## config.mk

```make
export PLATFORM = sky130hd
export DESIGN_NAME = uart_rx
export DESIGN_NICKNAME = d
export VERILOG_FILES = /design/src/rtl/uart_rx.sv
export SDC_FILE = /design/constraint.sdc
export NUM_CORES = 1
export LEC_CHECK = 0
export ABC_AREA = 1
export CORE_MARGIN = 5
export CORE_UTILIZATION = 62
export DETAILED_ROUTE_END_ITERATION = 10
export PLACE_DENSITY = 0.85
export REMOVE_ABC_BUFFERS = 1
export SLEW_MARGIN = 20
export SYNTH_ARGS = -nofsm -noshare
export SYNTH_HDL_FRONTEND = slang
export SYNTH_SLANG_ARGS = --single-unit
```

## constraint.sdc

```tcl
create_clock -name rx_clk -period 2.9 [get_ports rx_clk]
set_clock_uncertainty 0.15 [all_clocks]
set_input_delay 0.29 -clock rx_clk [delete_from_list [all_inputs] [get_ports rx_clk]]
set_output_delay 0.29 -clock rx_clk [all_outputs]
set_load 0.05 [all_outputs]
```

## src/rtl/uart_rx.sv

```systemverilog
// rtl/uart_rx.sv - 8-bit UART receiver, mid-bit sampling, optional even parity
// Define UART_RX_PARITY_EN to add a parity bit between data and stop.
module uart_rx #(
  parameter int CLKS_PER_BIT = 521
) (
  input  logic       rx_clk,
  input  logic       rst_n,
  input  logic       rx_in,
  output logic [7:0] rx_data,
  output logic       rx_valid,
  output logic       rx_busy,
  output logic       frame_err,
  output logic       parity_err
);

  localparam logic [15:0] LP_LAST = 16'(CLKS_PER_BIT - 1);
  localparam logic [15:0] LP_HALF = 16'((CLKS_PER_BIT - 1) / 2);

`ifdef UART_RX_PARITY_EN
  typedef enum logic [2:0] {S_IDLE, S_START, S_DATA, S_PARITY, S_STOP} state_t;
`else
  typedef enum logic [2:0] {S_IDLE, S_START, S_DATA, S_STOP} state_t;
`endif

  state_t      r_state;
  logic        r_sync1;
  logic        r_sync2;
  logic        r_rx_prev;
  logic [15:0] r_cnt;
  logic [2:0]  r_bit_idx;
  logic [7:0]  r_shift;
  logic [7:0]  r_rx_data;
  logic        r_rx_valid;
  logic        r_frame_err;
  logic        w_rx_s;
  logic        w_fall;

  // Synchronizer flops idle high so reset never looks like a start bit
  always_ff @(posedge rx_clk or negedge rst_n) begin
    if (!rst_n) begin
      r_sync1   <= 1'b1;
      r_sync2   <= 1'b1;
      r_rx_prev <= 1'b1;
    end else begin
      r_sync1   <= rx_in;
      r_sync2   <= r_sync1;
      r_rx_prev <= r_sync2;
    end
  end

  assign w_rx_s = r_sync2;
  assign w_fall = r_rx_prev & ~w_rx_s;

`ifdef UART_RX_PARITY_EN
  logic r_par_bit;
  logic r_parity_err;
`endif

  always_ff @(posedge rx_clk or negedge rst_n) begin
    if (!rst_n) begin
      r_state     <= S_IDLE;
      r_cnt       <= '0;
      r_bit_idx   <= '0;
      r_shift     <= '0;
      r_rx_data   <= '0;
      r_rx_valid  <= 1'b0;
      r_frame_err <= 1'b0;
`ifdef UART_RX_PARITY_EN
      r_par_bit    <= 1'b0;
      r_parity_err <= 1'b0;
`endif
    end else begin
      r_rx_valid  <= 1'b0;
      r_frame_err <= 1'b0;
`ifdef UART_RX_PARITY_EN
      r_parity_err <= 1'b0;
`endif
      case (r_state)
        S_IDLE: begin
          r_cnt     <= '0;
          r_bit_idx <= '0;
          if (w_fall) r_state <= S_START;
        end
        S_START: begin
          // A start bit that is gone by mid-bit is treated as a glitch
          if (r_cnt == LP_HALF) begin
            r_cnt   <= '0;
            r_state <= w_rx_s ? S_IDLE : S_DATA;
          end else begin
            r_cnt <= r_cnt + 16'd1;
          end
        end
        S_DATA: begin
          if (r_cnt == LP_LAST) begin
            r_cnt     <= '0;
            r_shift   <= {w_rx_s, r_shift[7:1]};
            r_bit_idx <= r_bit_idx + 3'd1;
            if (r_bit_idx == 3'd7) begin
`ifdef UART_RX_PARITY_EN
              r_state <= S_PARITY;
`else
              r_state <= S_STOP;
`endif
            end
          end else begin
            r_cnt <= r_cnt + 16'd1;
          end
        end
`ifdef UART_RX_PARITY_EN
        S_PARITY: begin
          if (r_cnt == LP_LAST) begin
            r_cnt     <= '0;
            r_par_bit <= w_rx_s;
            r_state   <= S_STOP;
          end else begin
            r_cnt <= r_cnt + 16'd1;
          end
        end
`endif
        S_STOP: begin
          if (r_cnt == LP_LAST) begin
            r_cnt   <= '0;
            r_state <= S_IDLE;
            if (w_rx_s) begin
              r_rx_data  <= r_shift;
              r_rx_valid <= 1'b1;
`ifdef UART_RX_PARITY_EN
              r_parity_err <= r_par_bit ^ (^r_shift);
`endif
            end else begin
              r_frame_err <= 1'b1;
            end
          end else begin
            r_cnt <= r_cnt + 16'd1;
          end
        end
        default: r_state <= S_IDLE;
      endcase
    end
  end

  assign rx_data   = r_rx_data;
  assign rx_valid  = r_rx_valid;
  assign frame_err = r_frame_err;
  assign rx_busy   = (r_state != S_IDLE);
`ifdef UART_RX_PARITY_EN
  assign parity_err = r_parity_err;
`else
  assign parity_err = 1'b0;
`endif

endmodule

```

; Yosys cells after proc, flatten, opt, wreduce, memory -nomap -nowiden
; Index checks and enable logic that the tools add are counted.
[classes]
addsub = 2
n_eq_ne = 11
muxes = 18
bitwise_logic = 2
reduce_logical = 9
[ops]
columns = op, n
row1 = one-hot mux 16 bit (3 select lines), 1
row2 = 2-to-1 mux 16 bit, 2
row3 = 2-to-1 mux 3 bit, 6
row4 = adder 16 x 1 -> 16 bit (second input constant), 1
row5 = equality test 16 x 10 -> 1 bit (second input constant), 1
row6 = equality test 16 x 9 -> 1 bit (second input constant), 1
row7 = one-hot mux 3 bit (4 select lines), 1
row8 = inequality test 2 bit (second input constant), 5
row9 = equality test 3 x 2 -> 1 bit (second input constant), 2
row10 = 2-to-1 mux 1 bit, 6
row11 = one-hot mux 3 bit (2 select lines), 1
row12 = nonzero test 3 bit, 2
row13 = AND reduction 5 bit, 1
row14 = AND reduction 2 bit, 2
row15 = adder 3 x 1 -> 3 bit (second input constant), 1
row16 = equality test 3 x 1 -> 1 bit (second input constant), 1
row17 = equality test 3 bit (second input constant), 1
row18 = zero test 3 bit, 1
row19 = AND reduction 3 bit, 1
row20 = 2-to-1 mux 2 bit, 1
row21 = nonzero test 2 bit, 1
row22 = OR reduction 2 bit, 1
row23 = bitwise AND 1 bit, 1
row24 = inverter 1 bit, 1
[word_totals]
register_bits = 43
input_bits = 3
wordCells = 52

; Depth between registers and ports, before layout
; Gate-level depths: netlist (run 1).
[depth]
depth_word = 4
depth_mapped = 12
depth_no_buf = 12

; Least setup slack after synthesis (run 1)
; Ideal clock, no wire load.
[synth_path]
path_kind = register to register
startpoint = register r_cnt[0]
endpoint = register r_rx_data[6] (netlist: rx_data[6])
setup_ns = 0.120
arrival_ns = 1.323
setup_slack_ns = 1.307
stages_incl_launch_ff = 10
n_path_buf = 1
path_cell_list = dfrtp_1 > inv_1 > ha_1 > nand3_1 > nor2_1 > and2_4 > nand3_4 > buf_6 > nand2_1 > o21ai_2
[synth_via]
elab_chain_cells = 2
[synth_rtl]
columns = item, line
row1 = "start, declared", 29  ; logic [15:0] r_cnt;
row2 = "start signal, assigned", 90  ; r_cnt <= r_cnt + 16'd1;
row3 = "start signal, assigned", 106  ; r_cnt <= r_cnt + 16'd1;
row4 = "start signal, assigned", 134  ; r_cnt <= r_cnt + 16'd1;
row5 = equality test 16 x 10 -> 1 bit, 121  ; if (r_cnt == LP_LAST) begin
row6 = AND reduction 3 bit (no source line), n/a
row7 = "end signal, assigned", 125  ; r_rx_data <= r_shift;
row8 = "end, declared", 32  ; logic [7:0] r_rx_data;
; Every way passes these cells.
; A chain may end at the register's enable or synchronous reset.

; Worst setup path after layout (run 1)
[layout_path]
startpoint = register r_state[0]
endpoint = output rx_busy
[layout_via]
elab_chain_cells = 1
[layout_rtl]
columns = item, line
row1 = "start, declared", 25  ; state_t r_state;
row2 = "start signal, assigned", 88  ; r_state <= w_rx_s ? S_IDLE : S_DATA;
row3 = nonzero test 3 bit, 145  ; assign rx_busy = (r_state != S_IDLE);
row4 = "end, declared", 11  ; output logic rx_busy,
; Every way passes these cells.

==> impl_metrics.json, run 1 <==
{
  "finalSetupTns_ns": 0,
  "clock_path_buffers": 2,
  "die_x_um": 67.5,
  "ioPinCount": 15,
  "synth_edf_count": 0,
  "p_total_mw": 1.31,
  "cts.reportedPaths.clkPinSlew_ns": 0.12,
  "cp.required_ns": 2.46,
  "synth-seq-area-share": 0.514,
  "final_core_util": 0.735,
  "use_met1": 0.273,
  "synthTopCellsByArea": "dfrtp_1, nand2_1, nor2_1, inv_1, dfstp_2",
  "drv_cap": 0,
  "hold_ws_ns": 0.182,
  "crit_type": "flop to primary output",
  "grt.busiest_layer": "met2",
  "initial_core_util": 0.662,
  "path_cells": "nor2_1, inv_1, clkdlybuf4s50_1",
  "setup_slack_ns": 0.723,
  "power.density_nw_per_um2": 574,
  "syn_to_final_growth_pct": 11.0,
  "finalHoldViolCount": 0,
  "placed_area_sq_um": 2190,
  "cts-root-buf": "clkbuf_4",
  "ys.flop_type": "dfrtp_1",
  "ys_async_sr_fraction": 1.00,
  "critPathSlowestCell": "clkdlybuf4s50_1",
  "synth_cells": 242,
  "wl_per_cell_um": 11.6,
  "cp.arrival_ns": 1.74,
  "antenna_left": 0,
  "io_buffers": 13,
  "grtUsageMet2": 0.287,
  "dp_cells": 295,
  "setup_viol": 0,
  "worstMarginPinSlew_ns": 0.869,
  "synthDistinctLibCells": 30,
  "row_count": 20,
  "overflow": 0,
  "slew_headroom": 0.421,
  "cts.sinks": 42,
  "max_stage_delay_ns": 0.70,
  "coreArea_sq_um": 3100,
  "clock_latency_ns": 0.35,
  "dpl_worst_slack_ns": 1.11,
  "drt-pass1-iter-count": 4,
  "cts_tree": "yes",
  "synth_top_area_frac": 0.475,
  "design_area_sq_um": 2280,
  "cts_setup_buffers": 0,
  "crit_fanout": 5,
  "met3_usage": 0.0416,
  "leakagePower_nw": 1.08,
  "cts_made_buffers": 5,
  "instances_no_fill": 304,
  "syn_avg_cell_area_sq_um": 8.48,
  "grt_pass1_wl_um": 6490,
  "timing.fmax_ghz": 0.459,
  "avgViaCountPerCell": 5.04,
  "multiInputGateArea_sq_um": 837,
  "grt_use_total": 0.193,
  "fin_crit_sh": 0.751,
  "grt_pass1_vias": 1450,
  "reg2reg_setup_slack_ns": 1.15,
  "final-seq-area_sq_um": 1050,
  "hold_class": "primary input to flop",
  "antenna_found_initial": 0,
  "drv_slew": 0,
  "ys_ff_latch": 42,
  "hpwl_um": 2610,
  "place.gp.congestion": 0.855,
  "drt_iter0_drc": 109,
  "fillers": 250,
  "min_period_ns": 2.18,
  "end_kind": "primary output",
  "vias": 1531,
  "ctsHtreeMaxLevel": 2,
  "layout.nets": 266,
  "synth_area_leader_cell": "dfrtp_1",
  "path_delay_family": "buffers and inverters",
  "die_h_um": 67.5,
  "cp-start-kind": "flop",
  "vdd_drop_max_mv": 0.351,
  "grt_start_max_net_pins": 43,
  "drive_above_1_share": 0.127,
  "outcome": "completed",
  "grt_setup_unrepaired": "false",
  "yosysWarnings": 0,
  "die-area_sq_um": 4560,
  "n_antenna_cell": 0,
  "routed_wl_um": 3540,
  "synth_area_sq_um": 2050,
  "crit_buf_inv": 2,
  "drc": 0
}
worst paths after layout:
check / from / to / depth (start not counted)
min in group asynchronous: rst_n / r_cnt[4]$_DFFE_PN0P_ / 2
worst min-delay path: rx_in / r_sync1$_DFF_PN1_ / 1
worst max-delay path: r_state[0]$_DFFE_PN0P_ / rx_busy / 3
worst max register to register: r_cnt[0]$_DFFE_PN0P_ / rx_data[3]$_DFFE_PN0P_ / 8
max in group asynchronous: rst_n / r_state[1]$_DFFE_PN0P_ / 2
worst min register to register: r_sync1$_DFF_PN1_ / r_sync2$_DFF_PN1_ / 0
layer usage:
metal	wire [um]	part of all wire	up-vias
met5	0	0	-
met4	53	0.015	0
met3	234	0.066	6
met2	1600	0.45	37
met1	1660	0.47	697
li1	-	-	791
cell families (layout without fill, tap and decap cells):
family          Yosys count  after routing  synth area share
simple gates            126            126             0.276
fa+ha+maj                 4              4            0.0244
flops                    42             42             0.514
buf+inv                  36             54            0.0786
xor+xnor                  5              5            0.0213
compound gates           28             28            0.0841
other cells               1              1           0.00183
flip-flops by register name, indices dropped and copies added, names as in the netlist:
name	count
frame_err	1
r_bit_idx	3
r_cnt	16
r_rx_prev	1
r_shift	8
r_state	2
r_sync1	1
r_sync2	1
rx_data	8
rx_valid	1
layout by cell type, fill, tap and decap left out, types with 2 or more instances in the layout:
cell,count
nor3_2,2
a21oi_1,4
nand3_1,13
nor3_1,4
clkdlybuf4s50_1,12
inv_2,2
inv_1,30
dfrtp_1,39
nor3b_1,2
ha_1,4
clkbuf_4,5
o21ai_1,2
o21bai_1,2
clkinv_2,2
nor2_1,31
nand2_2,3
xor2_1,4
nor2_2,3
nand4_1,2
nand2_1,61
o21ai_0,12
o21ai_2,7
dfstp_2,3
cells in the mapped netlist, types with 3 or more instances:
master / instances
nor2_1: 31
inv_1: 30
o21ai_0: 12
xor2_1: 4
dfrtp_1: 39
dfstp_2: 3
o21ai_2: 7
buf_6: 3
nor2_2: 3
nand2_1: 61
nand2_2: 3
nor3_1: 4
a21oi_1: 4
nand3_1: 13
ha_1: 4
power by group:
part           internal (mW)  switching, mW  total, mW
sequential             0.629         0.0441      0.673
combinational         0.0857          0.190      0.276
clock                  0.179          0.181      0.359
repair_timing:
item | 4_1_cts | 5_1_grt
hold buffers | 1 | 0
hold endpoints to repair | 39 | 0
resized for setup | 0 | 0
area by class of cell:
| type | instances | share of cell area |
|---|---|---|
| sequential | 42 | 0.463 |
| multi-input combinational | 164 | 0.367 |
| timing repair buffer | 14 | 0.0593 |
| inverter | 32 | 0.0527 |
| tap | 44 | 0.0241 |
| clock inverter | 3 | 0.0176 |
| clock buffer | 5 | 0.0165 |
No activity file was read; power rests on OpenSTA's default activity.
==> run 2, diff against run 1 <==
- CORE_UTILIZATION: 62 -> 57
- PLACE_DENSITY: 0.85 -> 0.79
- clock period: 2.9 -> 2.18 ns (I/O delays scaled with it)
==> impl_metrics.json, run 2 (same netlist as run 1, synthesis figures left out) <==
{
  "largest_reg_flops": 16,
  "clock_latency_ns": 0.35,
  "hold_class": "primary input to flop",
  "cts_made_buffers": 5,
  "critPathSlowestCell": "clkdlybuf4s50_1",
  "multiInputGateArea_sq_um": 837,
  "clock_path_buffers": 2,
  "fin_crit_sh": 0.869,
  "drt-pass1-iter-count": 4,
  "cp.required_ns": 1.81,
  "coreArea_sq_um": 3420,
  "cts.reportedPaths.clkPinSlew_ns": 0.11,
  "grt_pass1_vias": 1525,
  "path_cells": "clkdlybuf4s50_1",
  "fillers": 295,
  "drt_iter0_drc": 100,
  "layout.nets": 267,
  "layout_common_cells": "nand2_1, dfrtp_1, nor2_1",
  "grt_setup_unrepaired": "false",
  "die_x_um": 70.0,
  "crit_buf_inv": 1,
  "max_stage_delay_ns": 0.81,
  "final-seq-area_sq_um": 1050,
  "n_antenna_cell": 0,
  "io_buffers": 13,
  "vdd_drop_max_mv": 0.498,
  "routed_wl_um": 3700,
  "overflow": 0,
  "p_total_mw": 1.91,
  "drv_slew": 0,
  "outcome": "completed",
  "ioPinCount": 15,
  "instances_no_fill": 307,
  "vias": 1606,
  "slew_headroom": 0.664,
  "hpwl_um": 2690,
  "row_count": 21,
  "end_kind": "primary output",
  "crit_fanout": 2,
  "grt_pass1_wl_um": 6710,
  "cts.sinks": 42,
  "leakagePower_nw": 1.10,
  "antenna_found_initial": 0,
  "grt_use_total": 0.169,
  "cts_tree": "yes",
  "worstMarginPinSlew_ns": 0.504,
  "drc": 0,
  "die_h_um": 70.0,
  "dp_cells": 298,
  "wl_per_cell_um": 12.0,
  "antenna_left": 0,
  "finalHoldViolCount": 0,
  "cp-start-kind": "flop",
  "crit_type": "flop to primary output",
  "avgViaCountPerCell": 5.23,
  "regMostFlops": "r_cnt",
  "cp.arrival_ns": 1.53,
  "min_period_ns": 1.89,
  "die-area_sq_um": 4900,
  "drive_above_1_share": 0.130,
  "initial_core_util": 0.601,
  "cts-root-buf": "clkbuf_4",
  "path_delay_family": "buffers and inverters",
  "final_core_util": 0.681,
  "finalSetupTns_ns": 0,
  "ctsHtreeMaxLevel": 2,
  "timing.fmax_ghz": 0.528,
  "syn_to_final_growth_pct": 13.3,
  "setup_viol": 0,
  "drv_cap": 0,
  "layout_commonest_cell": "nand2_1",
  "grt_start_max_net_pins": 43,
  "power.density_nw_per_um2": 820,
  "place.gp.congestion": 0.920
}
## run 2: changes by cell type in the layout (fill, tap and decap cells not counted)
| cell | previous run | this run |
|---|---|---|
| bufinv_16 | 1 | 2 |
| clkdlybuf4s50_1 | 12 | 11 |
| dlymetal6s2s_1 | 0 | 1 |
| clkinv_2 | 2 | 0 |
| clkbuf_8 | 0 | 1 |
| buf_4 | 0 | 1 |
## run 2: through the flow
stage / area (sq um) / hold WS [ns] / setup slack, ns
floorplan: 2010 / -0.228 / 0.621
global route: 2330 / 0.0986 / 0.205
CTS: 2320 / 0.106 / 0.00441
finish: 2330 / 0.112 / 0.285
detailed placement: 2200 / 0.161 / 0.404
global placement: 2200 / 0.162 / 0.452
## run 2: cell type report
type,instances,share of cell area
Tap cell,46,0.0247
Clock buffer,6,0.0221
Timing Repair Buffer,15,0.0624
Clock inverter,2,0.0258
Multi-Input combinational cell,164,0.360
Inverter,32,0.0516
Sequential cell,42,0.453
## run 2: power by group
part,internal (mW),switching (mW)
combinational,0.115,0.255
clock,0.388,0.247
sequential,0.836,0.0643
total,1.34,0.567
## run 2: layer usage
metal | GRT usage | wire, um | vias to the layer above
met3 | 0.0387 | 159 | 7
met5 | 0 | 0 | -
met2 | 0.256 | 1690 | 36
li1 | - | - | 792
met1 | 0.234 | 1780 | 771
met4 | 0.0702 | 70 | 0
## run 2: path summary, 6_finish.rpt
check | cells after the start | from | slack, ns | end
worst max-delay path | 1 | rx_data[6]$_DFFE_PN0P_ | 0.29 | rx_data[6]
worst max register to register | 8 | r_cnt[0]$_DFFE_PN0P_ | 0.44 | rx_data[6]$_DFFE_PN0P_
max in group asynchronous | 3 | rst_n | 1.22 | r_sync1$_DFF_PN1_
min in group asynchronous | 3 | rst_n | 0.30 | r_state[0]$_DFFE_PN0P_
worst min-delay path | 1 | rx_in | 0.11 | r_sync1$_DFF_PN1_
worst min register to register | 0 | r_sync1$_DFF_PN1_ | 0.21 | r_sync2$_DFF_PN1_
## run 2: what timing repair did
item	in CTS	in global routing
buffers inserted	0	0
endpoints found under the hold margin	39	0
hold buffers	1	0
setup endpoints to repair	0	1
resized for setup	0	1
==> run 3, diff against run 2 <==
- CTS_CLUSTER_DIAMETER: default -> 80
==> results of run 3 <==
Same layout as run 2: the final DEF is identical, and so are final timing and power.
